[config.mk]
export PLATFORM = sky130hd
export DESIGN_NAME = lab2_proc_fetch_unit
export DESIGN_NICKNAME = d
export VERILOG_FILES = /design/src/rtl/lab2_proc_fetch_pkg.sv /design/src/rtl/lab2_proc_FetchQueueVRTL.sv /design/src/rtl/lab2_proc_fetch_unit.sv
export SDC_FILE = /design/constraint.sdc
export NUM_CORES = 1
export LEC_CHECK = 0
export CAP_MARGIN = 20
export CORE_ASPECT_RATIO = 1.75
export CORE_MARGIN = 2
export CORE_UTILIZATION = 45
export CTS_BUF_LIST = sky130_fd_sc_hd__clkbuf_8
export CTS_CLUSTER_SIZE = 24
export DETAILED_ROUTE_END_ITERATION = 10
export GPL_ROUTABILITY_DRIVEN = 0
export PLACE_DENSITY = 0.79
export SYNTH_ARGS = -nofsm -noshare
export SYNTH_HDL_FRONTEND = slang
export SYNTH_HIERARCHICAL = 1
export SYNTH_SLANG_ARGS = --single-unit
[constraint.sdc]
create_clock -name clk -period 10.04 [get_ports clk]
set_input_delay 1.004 -clock clk [delete_from_list [all_inputs] [get_ports clk]]
set_output_delay 1.004 -clock clk [all_outputs]
set_load 0.02 [all_outputs]
[src/rtl/lab2_proc_fetch_pkg.sv]
// Shared definitions for the fetch front end.
//   c_reset_vector   default first fetch PC after reset
//   fetch_entry_t    {pc, inst} record at the default address/instruction widths
//   cnt_nbits()      width of a counter that must hold 0..n inclusive
package lab2_proc_fetch_pkg;

  localparam logic [31:0] c_reset_vector = 32'h0000_0200;
  localparam int          c_addr_nbits   = 32;
  localparam int          c_inst_nbits   = 32;

  // A package typedef cannot take module parameters, so this is the record
  // at default widths; the top packs {pc, inst} itself for other widths.
  typedef struct packed {
    logic [c_addr_nbits-1:0] pc;
    logic [c_inst_nbits-1:0] inst;
  } fetch_entry_t;

  function automatic int cnt_nbits(input int n);
    return (n < 1) ? 1 : $clog2(n + 1);
  endfunction

endpackage

[src/rtl/lab2_proc_FetchQueueVRTL.sv]
// Synchronous FIFO with flush, used for the fetch PC FIFO and output queue.
//   clk, reset       clock, async active-low reset
//   flush_i          empties the FIFO; overrides any enq/deq this cycle
//   enq_val_i/data_i push (ignored when full)
//   deq_rdy_i        pop head (ignored when empty)
//   deq_val_o/data_o head entry, valid when non-empty
//   count_o          occupancy
module lab2_proc_FetchQueueVRTL
  import lab2_proc_fetch_pkg::*;
#(
  parameter int p_nbits = 32,
  parameter int p_depth = 2
)(
  input  logic                          clk,
  input  logic                          reset,
  input  logic                          flush_i,
  input  logic                          enq_val_i,
  input  logic [p_nbits-1:0]            enq_data_i,
  input  logic                          deq_rdy_i,
  output logic                          deq_val_o,
  output logic [p_nbits-1:0]            deq_data_o,
  output logic [cnt_nbits(p_depth)-1:0] count_o
);

  localparam int c_cw = cnt_nbits(p_depth);
  localparam int c_pw = (p_depth > 1) ? $clog2(p_depth) : 1;

  logic [p_nbits-1:0] buf_q [p_depth];
  logic [c_pw-1:0]    head_q, head_d, tail_q, tail_d;
  logic [c_cw-1:0]    cnt_q, cnt_d;
  logic               enq_fire, deq_fire;

  function automatic logic [c_pw-1:0] bump(input logic [c_pw-1:0] p);
    return (p == c_pw'(p_depth - 1)) ? '0 : p + c_pw'(1);
  endfunction

  assign enq_fire = enq_val_i && !flush_i && (cnt_q != c_cw'(p_depth));
  assign deq_fire = deq_rdy_i && !flush_i && (cnt_q != '0);

  always_comb begin
    head_d = head_q;
    tail_d = tail_q;
    cnt_d  = cnt_q;
    if (flush_i) begin
      head_d = '0;
      tail_d = '0;
      cnt_d  = '0;
    end else begin
      if (deq_fire) head_d = bump(head_q);
      if (enq_fire) tail_d = bump(tail_q);
      cnt_d = cnt_q + c_cw'(enq_fire) - c_cw'(deq_fire);
    end
  end

  always_ff @(posedge clk or negedge reset) begin
    if (!reset) begin
      head_q <= '0;
      tail_q <= '0;
      cnt_q  <= '0;
    end else begin
      head_q <= head_d;
      tail_q <= tail_d;
      cnt_q  <= cnt_d;
    end
  end

  // Storage needs no reset: occupancy gates every read.
  always_ff @(posedge clk) begin
    if (enq_fire) buf_q[tail_q] <= enq_data_i;
  end

  assign deq_val_o  = (cnt_q != '0);
  assign deq_data_o = buf_q[head_q];
  assign count_o    = cnt_q;

endmodule

[src/rtl/lab2_proc_fetch_unit.sv]
// Decoupled instruction-fetch front end.
//   imemreq_*   fetch request to instruction memory (addr = next PC)
//   imemresp_*  in-order instruction responses; rdy is 1 outside reset
//   redirect_*  squash everything in flight and refetch from target
//   fetch_*     {pc, inst} head of the output queue toward decode
//   inflight    outstanding request count
// Issue is credit-limited by inflight + output-queue occupancy, so a response
// always has a queue slot and imemresp_rdy never needs to drop.
module lab2_proc_fetch_unit
  import lab2_proc_fetch_pkg::*;
#(
  parameter int                      p_addr_nbits   = 32,
  parameter int                      p_inst_nbits   = 32,
  parameter int                      p_max_inflight = 2,
  parameter int                      p_queue_depth  = 2,
  parameter logic [p_addr_nbits-1:0] p_reset_vector = p_addr_nbits'(c_reset_vector)
)(
  input  logic                                 clk,
  input  logic                                 reset,
  output logic                                 imemreq_val,
  input  logic                                 imemreq_rdy,
  output logic [p_addr_nbits-1:0]              imemreq_addr,
  input  logic                                 imemresp_val,
  output logic                                 imemresp_rdy,
  input  logic [p_inst_nbits-1:0]              imemresp_data,
  input  logic                                 redirect_val,
  input  logic [p_addr_nbits-1:0]              redirect_target,
  output logic                                 fetch_val,
  input  logic                                 fetch_rdy,
  output logic [p_addr_nbits-1:0]              fetch_pc,
  output logic [p_inst_nbits-1:0]              fetch_inst,
  output logic [$clog2(p_max_inflight+1)-1:0]  inflight
);

  localparam int c_iw = cnt_nbits(p_max_inflight);
  localparam int c_qw = cnt_nbits(p_queue_depth);
  localparam int c_ew = p_addr_nbits + p_inst_nbits;

  logic [p_addr_nbits-1:0] pc_q, pc_d;
  logic [c_iw-1:0]         inflight_q, inflight_d;
  logic [c_iw-1:0]         drop_q, drop_d;

  logic                    req_fire, resp_fire, resp_keep, can_issue;
  logic                    pcq_val;
  logic [p_addr_nbits-1:0] pcq_pc;
  logic [c_iw-1:0]         pcq_cnt;
  logic [c_ew-1:0]         outq_head;
  logic [c_qw-1:0]         outq_cnt;

  assign can_issue = (int'(inflight_q) < p_max_inflight) &&
                     ((int'(inflight_q) + int'(outq_cnt)) < p_queue_depth);

  // Gated by the reset pin so nothing handshakes while held in reset.
  assign imemreq_val  = reset && !redirect_val && can_issue;
  assign imemreq_addr = pc_q;
  assign imemresp_rdy = reset;

  assign req_fire  = imemreq_val && imemreq_rdy;
  assign resp_fire = imemresp_val && imemresp_rdy;
  // Responses owed to pre-redirect requests are discarded while drop_q > 0;
  // a response landing in a redirect cycle is squashed too.
  assign resp_keep = resp_fire && (drop_q == '0) && !redirect_val && pcq_val;

  always_comb begin
    inflight_d = inflight_q + c_iw'(req_fire) - c_iw'(resp_fire);
    drop_d     = drop_q;
    pc_d       = pc_q;
    if (redirect_val) begin
      // Every request still outstanding after this cycle becomes a drop.
      drop_d = inflight_q - c_iw'(resp_fire);
      pc_d   = redirect_target;
    end else begin
      if (resp_fire && (drop_q != '0)) drop_d = drop_q - c_iw'(1);
      if (req_fire) pc_d = pc_q + p_addr_nbits'(4);
    end
  end

  always_ff @(posedge clk or negedge reset) begin
    if (!reset) begin
      pc_q       <= p_reset_vector;
      inflight_q <= '0;
      drop_q     <= '0;
    end else begin
      pc_q       <= pc_d;
      inflight_q <= inflight_d;
      drop_q     <= drop_d;
    end
  end

  lab2_proc_FetchQueueVRTL #(.p_nbits(p_addr_nbits), .p_depth(p_max_inflight)) u_pcq (
    .clk        (clk),
    .reset      (reset),
    .flush_i    (redirect_val),
    .enq_val_i  (req_fire),
    .enq_data_i (pc_q),
    .deq_rdy_i  (resp_keep),
    .deq_val_o  (pcq_val),
    .deq_data_o (pcq_pc),
    .count_o    (pcq_cnt)
  );

  lab2_proc_FetchQueueVRTL #(.p_nbits(c_ew), .p_depth(p_queue_depth)) u_outq (
    .clk        (clk),
    .reset      (reset),
    .flush_i    (redirect_val),
    .enq_val_i  (resp_keep),
    .enq_data_i ({pcq_pc, imemresp_data}),
    .deq_rdy_i  (fetch_rdy),
    .deq_val_o  (fetch_val),
    .deq_data_o (outq_head),
    .count_o    (outq_cnt)
  );

  assign fetch_pc   = outq_head[c_ew-1:p_inst_nbits];
  assign fetch_inst = outq_head[p_inst_nbits-1:0];
  assign inflight   = inflight_q;

  // Protocol checks: no orphan responses, and every outstanding request is
  // either tracked by a PC FIFO entry or counted as a drop.
  always @(posedge clk) begin
    if (reset) begin
      assert (!(imemresp_val && (inflight_q == '0)));
      assert ((int'(pcq_cnt) + int'(drop_q)) == int'(inflight_q));
    end
  end

endmodule
==> qor_table.md, run 1 <==
| Item | This run |
| --- | --- |
| Status | completed |
| Fmax achieved | 0.269 GHz |
| Top cell family by delay on the critical path | simple AND/OR/NAND/NOR gates |
| Cell with the biggest individual delay on the critical path | sky130_fd_sc_hd__clkdlybuf4s50_1 |
| Worst hold path type | register to register |
| WL per Instance | 17.8 um |
| Final number of hold-violating endpoints | 0 |
| Share of total power consumed by net switching | 22.6% |
| Clock network fraction of design power | 38.1% |
| CTS buffer count | 34 |
| Synthesis-to-layout area growth | 28.1% |
| Die outline area | 23100 um^2 |
| Crit Reg-Reg Endpoint | u_pcq/buf_q[1][0]$_DFFE_PP_ |
| Remaining routing DRC violations | 0 |
| Instance area at placement | 11800 um^2 |
| Number of primary I/O pins | 171 |
| Number of enable flip-flop cells after synthesis | 192 |
| Total internal power | 0.00165 W |
| I/O Buffers | 170 |
| Clock tree buffer depth | 3 |
| Distinct cell type count after synthesis | 54 |
| Final period demand of the worst path | 3.71 ns |
| Via count of the first global-routing pass | 5819 |
| Router iterations before antenna repair | 5 |
| Setup slack of the most critical reg-to-reg path | 6.61 ns |
| Number of nets in the finished design | 869 |
| Total half-perimeter wirelength after legalization and detailed placement | 12800 um |
| Die Span X | 116 um |
| Crit-path most repeated cell | sky130_fd_sc_hd__and2_1 |
| Crit-path max cell delay | 0.60 ns |
| Post-route cell area | 12600 um^2 |
| Post-Syn Instances | 598 |
| Data arrival time of the critical path | 2.71 ns |
| Commonest register cell after synthesis | sky130_fd_sc_hd__edfxtp_1 |
| Number of filler cells placed in the layout | 1694 |
| Setup crit end kind | output pin |
| Final setup viols | 0 |
| Critical path depth in cells | 5 |
| Number of gates given a new drive strength after cts | 0 |
| Flops & latches, synth | 236 |
| Switching power | 0.000483 W |
| Overall Global Routing Usage | 17.2% |
| Placed cell count | 1045 |
| Worst-skew pair later-pin latency | 0.51 ns |
| Core outline area | 21500 um^2 |
| GRT overflow | 0 |
| Wire length of the first global-routing pass | 30600 um |
| Pwr per Cell Area | 170 nW/um^2 |
| Combined area of all synthesized cells | 9820 um^2 |
| Classification of the worst setup path | register to output pin |
| Antenna-violating nets left | 0 |
| Via Count | 5786 |
| Number of sinks driven by the clock tree | 236 |
| # H-tree levels | 2 |
| Largest net degree at the start of global routing | 65 |
| Total Routed Length | 19600 um |
| Setup total negative slack | 0 ns |
| Startpoint type of the worst setup path | register |
| Number of synthesis warnings | 6 |
| Critical path data required time | 9.04 ns |
| Fin. max-slew vios | 0 |
| Mean instance size in the synthesized netlist | 16.4 um^2 |
| Non-filler instance count after layout | 1106 |
| Worst supply voltage drop on vdd | 0.0970 mV |
| DRC marker count from the first detailed-route iteration | 401 |
| Sequential fraction of the synthesis area | 69.9% |
| Max Cap Violations | 0 |
| TritonCTS clock tree | built |
| Net count after synthesis | 677 |
| Worst max-slew margin expressed relative to the limit | 40.0% |
| Logic gate share of total power | 8.7% |
| Clk_skew | 0.0154 ns |
| Antenna diode count | 0 |
| Leakage Power | 4.48 nW |
| Count of buffering cells on the critical path with inverters included | 1 |
| Final critical-path share of the clock period | 37.0% |
| Clock Root Buffer | sky130_fd_sc_hd__clkbuf_8 |
| Share of total power in sequential cells | 53.2% |
| Launch point of the worst reg-to-reg path | u_outq/count_o[0]$_DFF_PN0_ |
| Number of antenna violations at the first check in global routing | 0 |
| Initial cell density of the core | 45.7% |
| Commonest non-fill, non-tap cells in the layout | sky130_fd_sc_hd__edfxtp_1, sky130_fd_sc_hd__clkdlybuf4s50_1, sky130_fd_sc_hd__mux2_4 |
| Cell-by-cell trace of the critical path | and2_1, fa_1, nor4_4, and2_1, clkdlybuf4s50_1 |
| Fin Hold WS | 0.537 ns |
| Clock transition at path regs | 0.07 ns |
| Height of the die | 199 um |
| Layout cells sized above 1 | 20.9% |
| CTS Hold Bufs | 0 |
| Path depth of the worst reg2reg path | 8 |
| Actual slew at the worst max-slew pin | 0.900 ns |
| Critical path startpoint | u_outq/count_o[0]$_DFF_PN0_ |
| Setup repair after global routing missed its margin | no |
| Post-CTS setup buffers | 0 |
| # rows | 71 |
| Maximum fanout count along the critical path | 5 |
| Share of synthesized flip-flops with an asynchronous set or reset | 18.6% |
| End point of the critical path | imemreq_val |
| Most common library cell in the layout ignoring fill and taps | sky130_fd_sc_hd__edfxtp_1 |
| Via-to-Cell Ratio | 5.23 |
## sequential cells by signal, summed over array words and instances (netlist names), 2 cells and up
signal          count
u_pcq/buf_q        64
u_outq/count_o      2
drop_q              2
imemreq_addr       32
u_outq/buf_q      128
inflight            2
u_pcq/count_o       2
## synthesized netlist by cell type (3+ instances only)
cell type,n,area share [%]
sky130_fd_sc_hd__a21oi_1,7,0.36
sky130_fd_sc_hd__a221o_1,4,0.41
sky130_fd_sc_hd__a31oi_1,4,0.25
sky130_fd_sc_hd__a32oi_1,3,0.27
sky130_fd_sc_hd__and2_1,7,0.45
sky130_fd_sc_hd__buf_2,7,0.36
sky130_fd_sc_hd__buf_6,6,0.69
sky130_fd_sc_hd__clkbuf_1,8,0.31
sky130_fd_sc_hd__dfrtp_1,43,11
sky130_fd_sc_hd__edfxtp_1,192,59
sky130_fd_sc_hd__ha_1,8,1.0
sky130_fd_sc_hd__inv_1,12,0.46
sky130_fd_sc_hd__mux2_2,49,5.6
sky130_fd_sc_hd__mux2_4,50,7.6
sky130_fd_sc_hd__mux2i_1,3,0.31
sky130_fd_sc_hd__nand2_1,39,1.5
sky130_fd_sc_hd__nand2b_1,4,0.25
sky130_fd_sc_hd__nand3_1,12,0.61
sky130_fd_sc_hd__nand3b_1,5,0.38
sky130_fd_sc_hd__nand4_1,11,0.70
sky130_fd_sc_hd__nor2_1,29,1.1
sky130_fd_sc_hd__nor2b_1,6,0.38
sky130_fd_sc_hd__nor3_1,5,0.25
sky130_fd_sc_hd__o211ai_1,12,0.92
sky130_fd_sc_hd__o21ai_0,23,1.2
sky130_fd_sc_hd__o311ai_0,5,0.45
sky130_fd_sc_hd__o311ai_1,4,0.36
sky130_fd_sc_hd__or3_1,3,0.19
sky130_fd_sc_hd__xnor2_1,6,0.54
## worst register-to-register path, delay by kind of cell, from the launching register on
kind                       cells  cell delay [ns]
and+or+nand+nor                5             1.24
buffers and inverters          2             0.91
adders and majority gates      1             0.49
DFF                            1             0.43
## how the worst min path moves through the flow
stage                                    from                        end  slack [ns]  depth (start not counted)
floorplan           u_outq/tail_q$_DFFE_PN0P_  u_outq/tail_q$_DFFE_PN0P_        0.45                          1
global placement    u_outq/tail_q$_DFFE_PN0P_  u_outq/tail_q$_DFFE_PN0P_        0.52                          1
detailed placement  u_outq/tail_q$_DFFE_PN0P_  u_outq/tail_q$_DFFE_PN0P_        0.53                          1
CTS                 u_outq/tail_q$_DFFE_PN0P_  u_outq/tail_q$_DFFE_PN0P_        0.54                          1
global route         u_pcq/head_q$_DFFE_PN0P_   u_pcq/head_q$_DFFE_PN0P_        0.56                          2
finish              u_outq/tail_q$_DFFE_PN0P_  u_outq/tail_q$_DFFE_PN0P_        0.54                          1
## power groups by stage
| stage | Clock [W] | Combinational [W] | Sequential [W] |
|---|---|---|---|
| after floorplan | 0 | 0.0000729 | 0.00116 |
| after global placement | 0 | 0.000181 | 0.00116 |
| after detailed placement | 0 | 0.000186 | 0.00116 |
| after CTS | 0.000837 | 0.000187 | 0.00114 |
| after global routing | 0.000872 | 0.000203 | 0.00114 |
| final | 0.000813 | 0.000186 | 0.00114 |
## through the flow
stage	setup WS [ns]	power, W	utilization (%)
final	6.33	0.00214	58.5
after detailed placement	5.94	0.00134	55.1
after global placement	6.06	0.00134	54.9
after CTS	6.29	0.00216	58.5
after global routing	6.25	0.00222	58.5
after floorplan	4.76	0.00124	-
## final cells by class
type,instances,area (um^2),area share (%)
clock inverters,23,219,1.74
multi-input cells,326,2780,22.1
inverters,13,48.8,0.388
clock buffers,37,509,4.05
flip-flops and latches,236,6870,54.6
well taps,292,365,2.90
repair buffers,179,1780,14.2
## per-layer routing
layer	part of all wire [%]	wire [um]	GRT usage, %
met3	5.5	1090	2.64
met5	0	0	0
met4	4.0	793	8.60
met2	53	10400	30.6
met1	38	7390	19.9
## cell families (layout without fill, tap and decap cells)
group | Yosys count | count (layout) | synth area share [%]
DFF | 236 | 236 | 69.9
and+or+nand+nor | 135 | 135 | 7.54
muxes | 102 | 102 | 13.6
AOI/OAI and AO/OA | 72 | 72 | 5.01
buffers and inverters | 36 | 252 | 2.00
adders and majority gates | 9 | 9 | 1.22
xor gates and xnor gates | 8 | 8 | 0.714
Note: power is estimated with default switching activity, not from simulation.
==> inputs of run 2 (changes only) <==
clock period = 3.9 ns   (was 10.04 ns; I/O delays follow)
==> run 2 against run 1 <==
Global-route usage down 0.55 points; clock skew is 0.0079 ns higher; critical path depth did not move; via count about the same; hold slack worse by 0.33 ns; clock power rose by 120%; count of clock-buffer cells in the layout fell by 1; sequential share of layout area increased by 0.21 points; critical path type unchanged; critical endpoint unchanged.
==> qor_table.md, run 2 (synthesized netlist as in run 1, its figures left out) <==
| Item | This run | vs previous |
| --- | --- | --- |
| Wire length of the first global-routing pass | 29700 um | -3.2% |
| Height of the die | 199 um | unchanged |
| Layout cells sized above 1 | 20.8% | -0.13 points |
| Clock tree buffer depth | 3 | unchanged |
| # H-tree levels | 2 | unchanged |
| Actual slew at the worst max-slew pin | 0.970 ns | +0.0709 ns |
| Number of primary I/O pins | 171 | unchanged |
| Number of antenna violations at the first check in global routing | 0 | unchanged |
| Number of sinks driven by the clock tree | 236 | unchanged |
| CTS buffer count | 34 | unchanged |
| Maximum fanout count along the critical path | 4 | -1 |
| Launch point of the worst reg-to-reg path | inflight[0]$_DFF_PN0_ |  |
| Overall Global Routing Usage | 16.6% | -0.55 points |
| Critical path data required time | 3.51 ns | -5.53 ns |
| Cell with the biggest individual delay on the critical path | sky130_fd_sc_hd__clkdlybuf4s50_1 |  |
| # rows | 71 | unchanged |
| GRT overflow | 0 | unchanged |
| Register with the highest flop count | u_outq/buf_q |  |
| Worst max-slew margin expressed relative to the limit | 35.3% | -4.7 points |
| Total half-perimeter wirelength after legalization and detailed placement | 13000 um | +2.2% |
| Synthesis-to-layout area growth | 27.6% |  |
| Clock Root Buffer | sky130_fd_sc_hd__clkbuf_8 |  |
| Crit Reg-Reg Endpoint | u_pcq/buf_q[1][5]$_DFFE_PP_ |  |
| Max Cap Violations | 0 | unchanged |
| I/O Buffers | 170 | unchanged |
| Worst hold path type | input pin to register |  |
| Final period demand of the worst path | 3.11 ns |  |
| Fin. max-slew vios | 0 | unchanged |
| Number of nets in the finished design | 873 | +0.46% |
| TritonCTS clock tree | built |  |
| Clk_skew | 0.0233 ns | +0.00793 ns |
| Top cell family by delay on the critical path | simple AND/OR/NAND/NOR gates |  |
| Non-filler instance count after layout | 1111 | +0.45% |
| Cell-by-cell trace of the critical path | and2_1, fa_1, nor4_4, and2_1, clkdlybuf4s50_1 |  |
| Router iterations before antenna repair | 5 | unchanged |
| Initial cell density of the core | 45.7% | unchanged |
| Total Routed Length | 19500 um | -0.68% |
| Setup crit end kind | output pin |  |
| CTS Hold Bufs | 1 | +1 |
| Worst-skew pair later-pin latency | 0.50 ns | about the same |
| Final critical-path share of the clock period | 79.6% |  |
| Final setup viols | 0 | unchanged |
| Fmax achieved | 0.322 GHz |  |
| Pwr per Cell Area | 414 nW/um^2 | +140% |
| End point of the critical path | imemreq_val |  |
| Number of gates given a new drive strength after cts | 0 | unchanged |
| Die outline area | 23100 um^2 | unchanged |
| Clock transition at path regs | 0.06 ns | about the same |
| DRC marker count from the first detailed-route iteration | 313 | -22% |
| Critical path depth in cells | 5 | unchanged |
| Core outline area | 21500 um^2 | unchanged |
| Max reg flops | 128 | unchanged |
| Crit-path max cell delay | 0.60 ns | about the same |
| Count of buffering cells on the critical path with inverters included | 1 | unchanged |
| Remaining routing DRC violations | 0 | unchanged |
| Worst supply voltage drop on vdd | 0.273 mV | +180% |
| Data arrival time of the critical path | 2.72 ns | about the same |
| Largest net degree at the start of global routing | 65 | unchanged |
| Die Span X | 116 um | unchanged |
| Global-route track usage on met1 | 18.3% | -1.6 points |
| Via-to-Cell Ratio | 5.21 | -0.40% |
| Crit-path most repeated cell | sky130_fd_sc_hd__and2_1 |  |
| Busiest metal layer after global routing | met2 |  |
| GR Util met3 | 2.58% | -0.061 points |
| Setup total negative slack | 0 ns | unchanged |
| Startpoint type of the worst setup path | register |  |
| Antenna-violating nets left | 0 | unchanged |
| Placed cell count | 1048 | +0.29% |
| Antenna diode count | 0 | unchanged |
| Status | completed |  |
| Number of filler cells placed in the layout | 1672 | -1.3% |
| Classification of the worst setup path | register to output pin |  |
| Leakage Power | 4.46 nW | -0.41% |
| Setup slack of the most critical reg-to-reg path | 0.95 ns | -5.66 ns |
| Setup repair after global routing missed its margin | no |  |
| Post-CTS setup buffers | 0 | unchanged |
| Final number of hold-violating endpoints | 0 | unchanged |
| Path depth of the worst reg2reg path | 8 | unchanged |
| Commonest non-fill, non-tap cells in the layout | sky130_fd_sc_hd__edfxtp_1, sky130_fd_sc_hd__clkdlybuf4s50_1, sky130_fd_sc_hd__mux2_4 |  |
| WL per Instance | 17.6 um | -1.1% |
| Most common library cell in the layout ignoring fill and taps | sky130_fd_sc_hd__edfxtp_1 |  |
| Via Count | 5789 | +0.052% |
| Via count of the first global-routing pass | 5745 | -1.3% |
| Met2 Use GR | 29.8% | -0.76 points |
| Critical path startpoint | inflight[0]$_DFF_PN0_ |  |
==> run 2: changes by cell type in the layout (fill, tap and decap cells not counted), moves of 2 or more <==
cell,previous run,this run
sky130_fd_sc_hd__buf_4,7,9
sky130_fd_sc_hd__bufinv_16,5,1
sky130_fd_sc_hd__buf_12,0,3
sky130_fd_sc_hd__clkinv_1,7,9
sky130_fd_sc_hd__inv_1,22,24
==> run 2: stage by stage <==
step           total power, W  cell area, um^2  setup slack (ns)  hold slack, ns  util [%]
2_1_floorplan         0.00318             9830            -0.767          0.0944         -
3_3_place_gp          0.00344            11900              1.05           0.343      55.3
3_5_place_dp          0.00346            11900             0.976           0.347      55.3
4_1_cts               0.00525            12500             0.763           0.184      58.2
5_1_grt               0.00540            12500             0.675           0.198      58.3
6_report              0.00519            12500             0.795           0.210      58.3
==> run 2: layer usage <==
metal | vias to the layer above | routed length, um
met4 | 0 | 907
met1 | 2800 | 7220
met2 | 245 | 10300
met3 | 60 | 1070
met5 | - | 0
li1 | 2684 | -
==> run 2: where the power goes <==
part,switching (W),internal [W],total [W],leakage (nW)
registers,0.000120,0.00281,0.00293,2.27
logic,0.000240,0.000247,0.000486,1.83
clock network,0.000857,0.000920,0.00178,0.359
total,0.00122,0.00397,0.00519,4.46
==> run 2: final cells by class <==
type / instances / area [um^2] / area share (%)
Timing Repair Buffer: 183 / 1830 / 14.6
Multi-Input combinational cell: 326 / 2790 / 22.3
Clock buffer: 36 / 495 / 3.95
Inverter: 13 / 48.8 / 0.389
Sequential cell: 236 / 6870 / 54.8
Clock inverter: 25 / 126 / 1.01
Tap cell: 292 / 365 / 2.92
==> run 2: worst min path at each step <==
stage | startpoint | end | slack (ns) | depth (start not counted)
after floorplan | reset | drop_q[0]$_DFFE_PN0P_ | 0.09 | 0
after global placement | reset | u_outq/count_o[0]$_DFF_PN0_ | 0.34 | 1
after detailed placement | reset | u_outq/count_o[1]$_DFF_PN0_ | 0.35 | 1
after CTS | redirect_val | u_outq/head_q$_DFFE_PN0P_ | 0.18 | 2
after global routing | redirect_val | u_outq/head_q$_DFFE_PN0P_ | 0.20 | 2
final | redirect_val | u_outq/head_q$_DFFE_PN0P_ | 0.21 | 2
